==> src/rtl/fp_add_seq.sv <==
`default_nettype none
// ============================================================================
//  Module   : fp_add_seq
//  Purpose  : Multi-cycle IEEE 754 binary64 adder (a + b). Fixed 5-cycle
//             datapath UNPACK -> ALIGN -> ADD -> NORM -> ROUND with
//             round-to-nearest-even, denormal support and special values.
//  Ports    : clk      rising-edge clock
//             rst_n    asynchronous active-low reset
//             start    request, sampled only while idle
//             a, b     binary64 operands, captured on the accepting edge
//             result   a + b, held until the next completion
//             done     one-cycle pulse marking result valid
//             busy     high while an operation is in flight
//             invalid  NaN operand or Inf + (-Inf)
//             overflow finite result rounded to +/-Inf
//  Revision : 1.0  initial release
// ============================================================================
module fp_add_seq (
    input  logic        clk,
    input  logic        rst_n,
    input  logic        start,
    input  logic [63:0] a,
    input  logic [63:0] b,
    output logic [63:0] result,
    output logic        done,
    output logic        busy,
    output logic        invalid,
    output logic        overflow
);

    localparam logic [2:0]  S_IDLE   = 3'd0;
    localparam logic [2:0]  S_UNPACK = 3'd1;
    localparam logic [2:0]  S_ALIGN  = 3'd2;
    localparam logic [2:0]  S_ADD    = 3'd3;
    localparam logic [2:0]  S_NORM   = 3'd4;
    localparam logic [2:0]  S_ROUND  = 3'd5;
    localparam logic [63:0] C_QNAN   = 64'h7FF8_0000_0000_0000;

    logic [2:0]  r_state;
    logic [63:0] r_a, r_b;
    // UNPACK outputs
    logic        r_sa, r_sb;
    logic [10:0] r_ea, r_eb;
    logic [52:0] r_ma, r_mb;
    logic        r_spec, r_spec_inv;
    logic [63:0] r_spec_res;
    // ALIGN outputs
    logic        r_sl, r_sub, r_stk;
    logic [10:0] r_el;
    logic [52:0] r_ml;
    logic [54:0] r_msh;
    // ADD outputs
    logic [56:0] r_sum;
    logic        r_sr;
    logic [11:0] r_er;
    // NORM outputs
    logic [55:0] r_m;
    logic [11:0] r_en;
    logic        r_sn, r_zero;
    // registered outputs
    logic [63:0] r_result;
    logic        r_done, r_busy, r_invalid, r_overflow;

    // ------------------------------------------------------------------
    // UNPACK: field split, classification and special-value resolution
    // ------------------------------------------------------------------
    logic [10:0] w_ea_raw, w_eb_raw;
    logic        w_a_nan, w_b_nan, w_a_inf, w_b_inf, w_a_zero, w_b_zero;
    logic        w_spec, w_spec_inv;
    logic [63:0] w_spec_res;

    always_comb begin
        w_ea_raw   = r_a[62:52];
        w_eb_raw   = r_b[62:52];
        w_a_nan    = (&w_ea_raw) & (|r_a[51:0]);
        w_b_nan    = (&w_eb_raw) & (|r_b[51:0]);
        w_a_inf    = (&w_ea_raw) & ~(|r_a[51:0]);
        w_b_inf    = (&w_eb_raw) & ~(|r_b[51:0]);
        w_a_zero   = ~(|r_a[62:0]);
        w_b_zero   = ~(|r_b[62:0]);
        w_spec     = 1'b1;
        w_spec_inv = 1'b0;
        w_spec_res = 64'd0;
        if (w_a_nan || w_b_nan || (w_a_inf && w_b_inf && (r_a[63] != r_b[63]))) begin
            w_spec_inv = 1'b1;
            w_spec_res = C_QNAN;
        end else if (w_a_inf) begin
            w_spec_res = r_a;
        end else if (w_b_inf) begin
            w_spec_res = r_b;
        end else if (w_a_zero && w_b_zero) begin
            // Only -0 + -0 keeps the negative sign.
            w_spec_res = {r_a[63] & r_b[63], 63'd0};
        end else begin
            w_spec = 1'b0;
        end
    end

    // ------------------------------------------------------------------
    // ALIGN: larger magnitude first, shift the smaller one right.
    // The smaller mantissa is placed at the top of a 111-bit field so that
    // every bit shifted past R (up to the 56-bit cap) stays visible for S.
    // ------------------------------------------------------------------
    logic         w_a_ge;
    logic [10:0]  w_el, w_es, w_diff;
    logic [52:0]  w_ml, w_ms;
    logic         w_sl;
    logic [5:0]   w_shamt;
    logic [110:0] w_wide;

    always_comb begin
        w_a_ge  = {r_ea, r_ma} >= {r_eb, r_mb};
        w_el    = w_a_ge ? r_ea : r_eb;
        w_es    = w_a_ge ? r_eb : r_ea;
        w_ml    = w_a_ge ? r_ma : r_mb;
        w_ms    = w_a_ge ? r_mb : r_ma;
        w_sl    = w_a_ge ? r_sa : r_sb;
        w_diff  = w_el - w_es;
        w_shamt = (w_diff > 11'd56) ? 6'd56 : w_diff[5:0];
        w_wide  = {w_ms, 58'd0} >> w_shamt;
    end

    // ------------------------------------------------------------------
    // ADD: 57-bit path {carry, hidden, frac[51:0], G, R, S}
    // ------------------------------------------------------------------
    logic [56:0] w_lop, w_sop, w_sum;

    always_comb begin
        w_lop = {1'b0, r_ml, 3'b000};
        w_sop = {1'b0, r_msh, r_stk};
        w_sum = r_sub ? (w_lop - w_sop) : (w_lop + w_sop);
    end

    // ------------------------------------------------------------------
    // NORM: right shift on carry, otherwise left shift by min(lz, exp-1).
    // A shift capped by the exponent leaves the hidden bit clear, which
    // is what marks the result as denormal for ROUND.
    // ------------------------------------------------------------------
    logic [5:0]  w_lz;
    logic [11:0] w_emax_sh, w_shift, w_en;
    logic [55:0] w_m;

    always_comb begin
        w_lz = 6'd56;
        for (int i = 0; i < 56; i++) begin
            if (r_sum[i]) begin
                w_lz = 6'(55 - i);
            end
        end
        w_emax_sh = r_er - 12'd1;
        w_shift   = ({6'd0, w_lz} > w_emax_sh) ? w_emax_sh : {6'd0, w_lz};
        if (r_sum[56]) begin
            w_m  = {r_sum[56:2], r_sum[1] | r_sum[0]};
            w_en = r_er + 12'd1;
        end else begin
            w_m  = r_sum[55:0] << w_shift;
            w_en = r_er - w_shift;
        end
    end

    // ------------------------------------------------------------------
    // ROUND: nearest-even, carry into exponent, overflow to Inf, pack.
    // ------------------------------------------------------------------
    logic        w_inc, w_ovf;
    logic [53:0] w_rnd;
    logic [11:0] w_ef;
    logic [51:0] w_frac;
    logic [63:0] w_res;

    always_comb begin
        w_inc = r_m[2] & (r_m[1] | r_m[0] | r_m[3]);
        w_rnd = {1'b0, r_m[55:3]} + {53'd0, w_inc};
        if (w_rnd[53]) begin
            w_ef   = r_en + 12'd1;
            w_frac = 52'd0;
        end else if (w_rnd[52]) begin
            w_ef   = r_en;
            w_frac = w_rnd[51:0];
        end else begin
            w_ef   = 12'd0;
            w_frac = w_rnd[51:0];
        end
        w_ovf = (w_ef >= 12'h7FF);
        if (r_zero) begin
            w_res = 64'd0;
        end else if (w_ovf) begin
            w_res = {r_sn, 11'h7FF, 52'd0};
        end else begin
            w_res = {r_sn, w_ef[10:0], w_frac};
        end
    end

    // ------------------------------------------------------------------
    // FSM and all state
    // ------------------------------------------------------------------
    always_ff @(posedge clk or negedge rst_n) begin
        if (!rst_n) begin
            r_state    <= S_IDLE;
            r_a        <= 64'd0;
            r_b        <= 64'd0;
            r_sa       <= 1'b0;
            r_sb       <= 1'b0;
            r_ea       <= 11'd0;
            r_eb       <= 11'd0;
            r_ma       <= 53'd0;
            r_mb       <= 53'd0;
            r_spec     <= 1'b0;
            r_spec_inv <= 1'b0;
            r_spec_res <= 64'd0;
            r_sl       <= 1'b0;
            r_sub      <= 1'b0;
            r_stk      <= 1'b0;
            r_el       <= 11'd0;
            r_ml       <= 53'd0;
            r_msh      <= 55'd0;
            r_sum      <= 57'd0;
            r_sr       <= 1'b0;
            r_er       <= 12'd0;
            r_m        <= 56'd0;
            r_en       <= 12'd0;
            r_sn       <= 1'b0;
            r_zero     <= 1'b0;
            r_result   <= 64'd0;
            r_done     <= 1'b0;
            r_busy     <= 1'b0;
            r_invalid  <= 1'b0;
            r_overflow <= 1'b0;
        end else begin
            r_done <= 1'b0;
            case (r_state)
                S_IDLE: begin
                    if (start) begin
                        r_a     <= a;
                        r_b     <= b;
                        r_busy  <= 1'b1;
                        r_state <= S_UNPACK;
                    end
                end
                S_UNPACK: begin
                    r_sa       <= r_a[63];
                    r_sb       <= r_b[63];
                    r_ea       <= (w_ea_raw == 11'd0) ? 11'd1 : w_ea_raw;
                    r_eb       <= (w_eb_raw == 11'd0) ? 11'd1 : w_eb_raw;
                    r_ma       <= {|w_ea_raw, r_a[51:0]};
                    r_mb       <= {|w_eb_raw, r_b[51:0]};
                    r_spec     <= w_spec;
                    r_spec_inv <= w_spec_inv;
                    r_spec_res <= w_spec_res;
                    r_state    <= S_ALIGN;
                end
                S_ALIGN: begin
                    r_sl    <= w_sl;
                    r_sub   <= r_sa ^ r_sb;
                    r_el    <= w_el;
                    r_ml    <= w_ml;
                    r_msh   <= w_wide[110:56];
                    r_stk   <= |w_wide[55:0];
                    r_state <= S_ADD;
                end
                S_ADD: begin
                    r_sum   <= w_sum;
                    r_sr    <= r_sl;
                    r_er    <= {1'b0, r_el};
                    r_state <= S_NORM;
                end
                S_NORM: begin
                    r_m     <= w_m;
                    r_en    <= w_en;
                    r_sn    <= r_sr;
                    r_zero  <= (r_sum == 57'd0);
                    r_state <= S_ROUND;
                end
                S_ROUND: begin
                    if (r_spec) begin
                        r_result   <= r_spec_res;
                        r_invalid  <= r_spec_inv;
                        r_overflow <= 1'b0;
                    end else begin
                        r_result   <= w_res;
                        r_invalid  <= 1'b0;
                        r_overflow <= w_ovf & ~r_zero;
                    end
                    r_done  <= 1'b1;
                    r_busy  <= 1'b0;
                    r_state <= S_IDLE;
                end
                default: begin
                    r_state <= S_IDLE;
                    r_busy  <= 1'b0;
                end
            endcase
        end
    end

    assign result   = r_result;
    assign done     = r_done;
    assign busy     = r_busy;
    assign invalid  = r_invalid;
    assign overflow = r_overflow;

endmodule
`default_nettype wire

==> config.mk <==
export PLATFORM = sky130hd
export DESIGN_NAME = fp_add_seq
export DESIGN_NICKNAME = d
export VERILOG_FILES = /design/src/rtl/fp_add_seq.sv
export SDC_FILE = /design/constraint.sdc
export NUM_CORES = 2
export LEC_CHECK = 0
export BUFFER_PORTS_ARGS = -buffer_cell sky130_fd_sc_hd__buf_2
export CORE_AREA = 2 2 259 517
export CTS_CLUSTER_DIAMETER = 40
export CTS_CLUSTER_SIZE = 20
export DETAILED_ROUTE_END_ITERATION = 10
export DIE_AREA = 0 0 261 519
export GPL_ROUTABILITY_DRIVEN = 0
export HOLD_SLACK_MARGIN = 0.12
export PLACE_DENSITY = 0.48
export SLEW_MARGIN = 0
export SYNTH_ARGS = -nofsm -noshare
export SYNTH_HDL_FRONTEND = slang
export SYNTH_SLANG_ARGS = --single-unit
==> constraint.sdc <==
create_clock -name clk -period 11.1 [get_ports clk]
set_clock_uncertainty 0.2 [all_clocks]
set_input_delay 3.33 -clock clk [delete_from_list [all_inputs] [get_ports clk]]
set_output_delay 3.33 -clock clk [all_outputs]
set_load 0.05 [all_outputs]
==> metrics.md <==
| Metric | Value |
|---|---|
| Worst-case clock buffer depth | 3 |
| Clock-pin slew of the registers on the worst-case setup and hold paths | 60 ps |
| Die height | 519 um |
| DR vias/cell | 5.56 |
| Max_cap viols | 0 |
| DRC | 0 |
| Tightest Pin Transition | 1260 ps |
| # setup viols final | 0 |
| Core Area | 132000 sq um |
| 1st-pass router iterations | 6 |
| Slew HR | 16.1% |
| Worst-path fanout max | 17 |
| GRT Overall Usage | 22.1% |
| Warnings, synthesis | 0 |
| CP max stage cell | nor2_1 |
| Simple-gate share of the synthesized area | 18.4% |
| Worst-Skew Late Latency | 710 ps |
| Hold_buf cts | 0 |
| Vias | 38.2k |
| Total CTS buffers | 92 |
| Mapped Nets | 5398 |
| CP startpoint kind | flip-flop |
| H-Tree Depth | 3 |
| Fin nets | 5405 |
| Routed WL | 152000 um |
| Most frequent cell on the critical path | o31ai_1 |
| Site row count | 189 |
| Area grow syn2layout | 12.8% |
| Arrival @ worst endpoint | 9460 ps |
| Post-synthesis mux area share | 10.2% |
| CTS root buf | clkbuf_16 |
| Crit-path max cell delay | 920 ps |
| Adder-Cell Fraction of Synth Area | 5.72% |
| I/O pins | 199 |
| Setup TNS Final | 0 ps |
| Post-DRT Antenna Nets | 0 |
| Setup CP Type | flip-flop to flip-flop |
| RSZ-0062 raised after global routing | no |
| Post-synthesis cell count | 5071 |
| Largest net degree at the start of global routing | 178 |
| Post-synth EDFFs | 0 |
| HPWL after detailed placement | 115000 um |
| CP Capture Type | flip-flop |
| Mean post-synth cell area | 8.51 sq um |
| Vias in the first global route | 37.5k |
| Die ar. | 135000 sq um |
| Critical path data required time | 11460 ps |
| Post-CTS Repair Setup Buffers | 0 |
| Synth cell types | 101 |
| Most common cell after layout, fill and taps aside | nand2_1 |
| Initial Utilization | 32.7% |
| Synth Flop Type | dfrtp_1 |
| Period utilization | 81.9% |
| Port Buffers | 198 |
| Synth Area in Compound Gates | 19.9% |
| Asr flop ratio synth | 100% |
| Number of synthesized register bits | 656 |
| Fin. Hold Viols | 0 |
| Grt total ovfl | 0 |
| Status | completed |
| CTS tree | yes |
| Most frequent cells in the layout | 849 x nand2_1, 653 x dfrtp_1, 413 x o21ai_0, 399 x nor2_1, 244 x a21oi_1 |
| Final number of max-transition violations | 0 |
| Die Span X | 261 um |
| Initial antenna violation count | 2 |
| Max frequency | 0.110 GHz |
| Register area share after synthesis | 38.0% |
| Tmin final | 9090 ps |
| Worst hold slack | 259 ps |
| Average wire per standard cell | 22.2 um |
| Synth Area in XOR/XNOR | 2.58% |
| Clk sinks | 656 |
| Resize count post-CTS | 0 |
| Fraction of layout cells with a size suffix above 1 | 13.0% |
| Mapped Area | 43100 sq um |
| Starting DRT DRC Count | 3357 |
| First-pass GRT wire length | 233000 um |
| Hold WC Path Type | flip-flop to flip-flop |
| Largest family of logic cells by synthesized area | compound AO/OA/AOI/OAI gates |
[area by class of cell]
type	count	area, sq um
diodes	1	2.50
clock buffers	103	2450
clock inverters	66	822
fillers	13700	83300
inverters	207	777
multi-input cells	3875	24600
flip-flops and latches	656	16400
well taps	1719	2150
repair buffers	246	1440
[per-layer routing]
metal  part of all wire (%)  global-route usage (%)  vias up  wire length [um]
met5                      0                       0        -                 0
met3                    4.8                    2.44      259              7320
met2                     49                    37.7     1197             74800
met1                     42                    28.3    18700             63800
met4                    4.2                    9.04        0              6410
li1                       -                       -    18100                 -
[worst max-delay path, delay by kind of cell (launching register included)]
kind	cells	cell delay, ps
AOI/OAI and AO/OA	24	5160
xor gates and xnor gates	2	350
adders and majority gates	2	580
DFF	1	540
and+or+nand+nor	9	2130
[sequential cells by signal (all words and copies together), names as in the netlist, 3 cells and up]
register    flops
r_eb           11
r_spec_res     64
r_mb           53
r_ea           11
r_ml           53
r_en           12
r_m            56
r_el           11
r_msh          55
r_a            64
r_state         3
r_b            64
result         64
r_ma           53
r_er           11
r_sum          57
[through the flow]
step                      util, %  cells  area [sq um]  setup WS (ps)
after floorplan                 -   5071         43100           2880
after global placement       34.4   6703         45400           2280
after detailed placement     34.4   6703         45400           2240
after CTS                    36.9   6872         48700           2180
after global routing         36.9   6872         48700           1390
final                        36.9   6873         48700           2010
[cells by family after synthesis]
group	Yosys count
AO/OA/AOI/OAI	1360
XOR/XNOR	127
adder cells (fa/ha/maj)	196
buffers and inverters	540
flip-flops	656
multiplexers	413
AND/OR/NAND/NOR	1779
[final timing paths]
kind                       startpoint   endpoint  slack [ps]  cells past startpoint
max in group asynchronous       rst_n    r_b[33]        6300                      3
min in group asynchronous       rst_n  result[9]        2390                      1
min reg2reg                   invalid    invalid         260                      2
max reg2reg                  r_sum[0]   r_en[11]        2010                     37
min                           invalid    invalid         260                      2
max                          r_sum[0]   r_en[11]        2010                     37
[cells in the mapped netlist (28+ instances only)]
master	n	area (sq um)
nand2_1	852	3200
dfrtp_1	656	16400
o21ai_0	415	2080
nor2_1	400	1500
clkbuf_1	253	950
a21oi_1	245	1230
inv_1	206	773
mux2i_1	206	2060
mux2_2	203	2290
ha_1	194	2430
a22oi_1	116	871
nand3_1	110	551
xnor2_1	99	867
a31oi_1	96	601
a211oi_1	85	638
nor3_1	81	405
and2_1	77	482
nor4_1	60	375
a21o_1	42	315
o211ai_1	40	300
nand4_1	38	238
o21bai_1	35	263
and3_1	33	206
buf_2	29	145
o31ai_1	29	218
a221oi_1	28	245
xor2_1	28	245
Power is left out: the tool's default activity adds up to more than one toggle a clock period on the data nets, which glitch-free logic cannot reach.
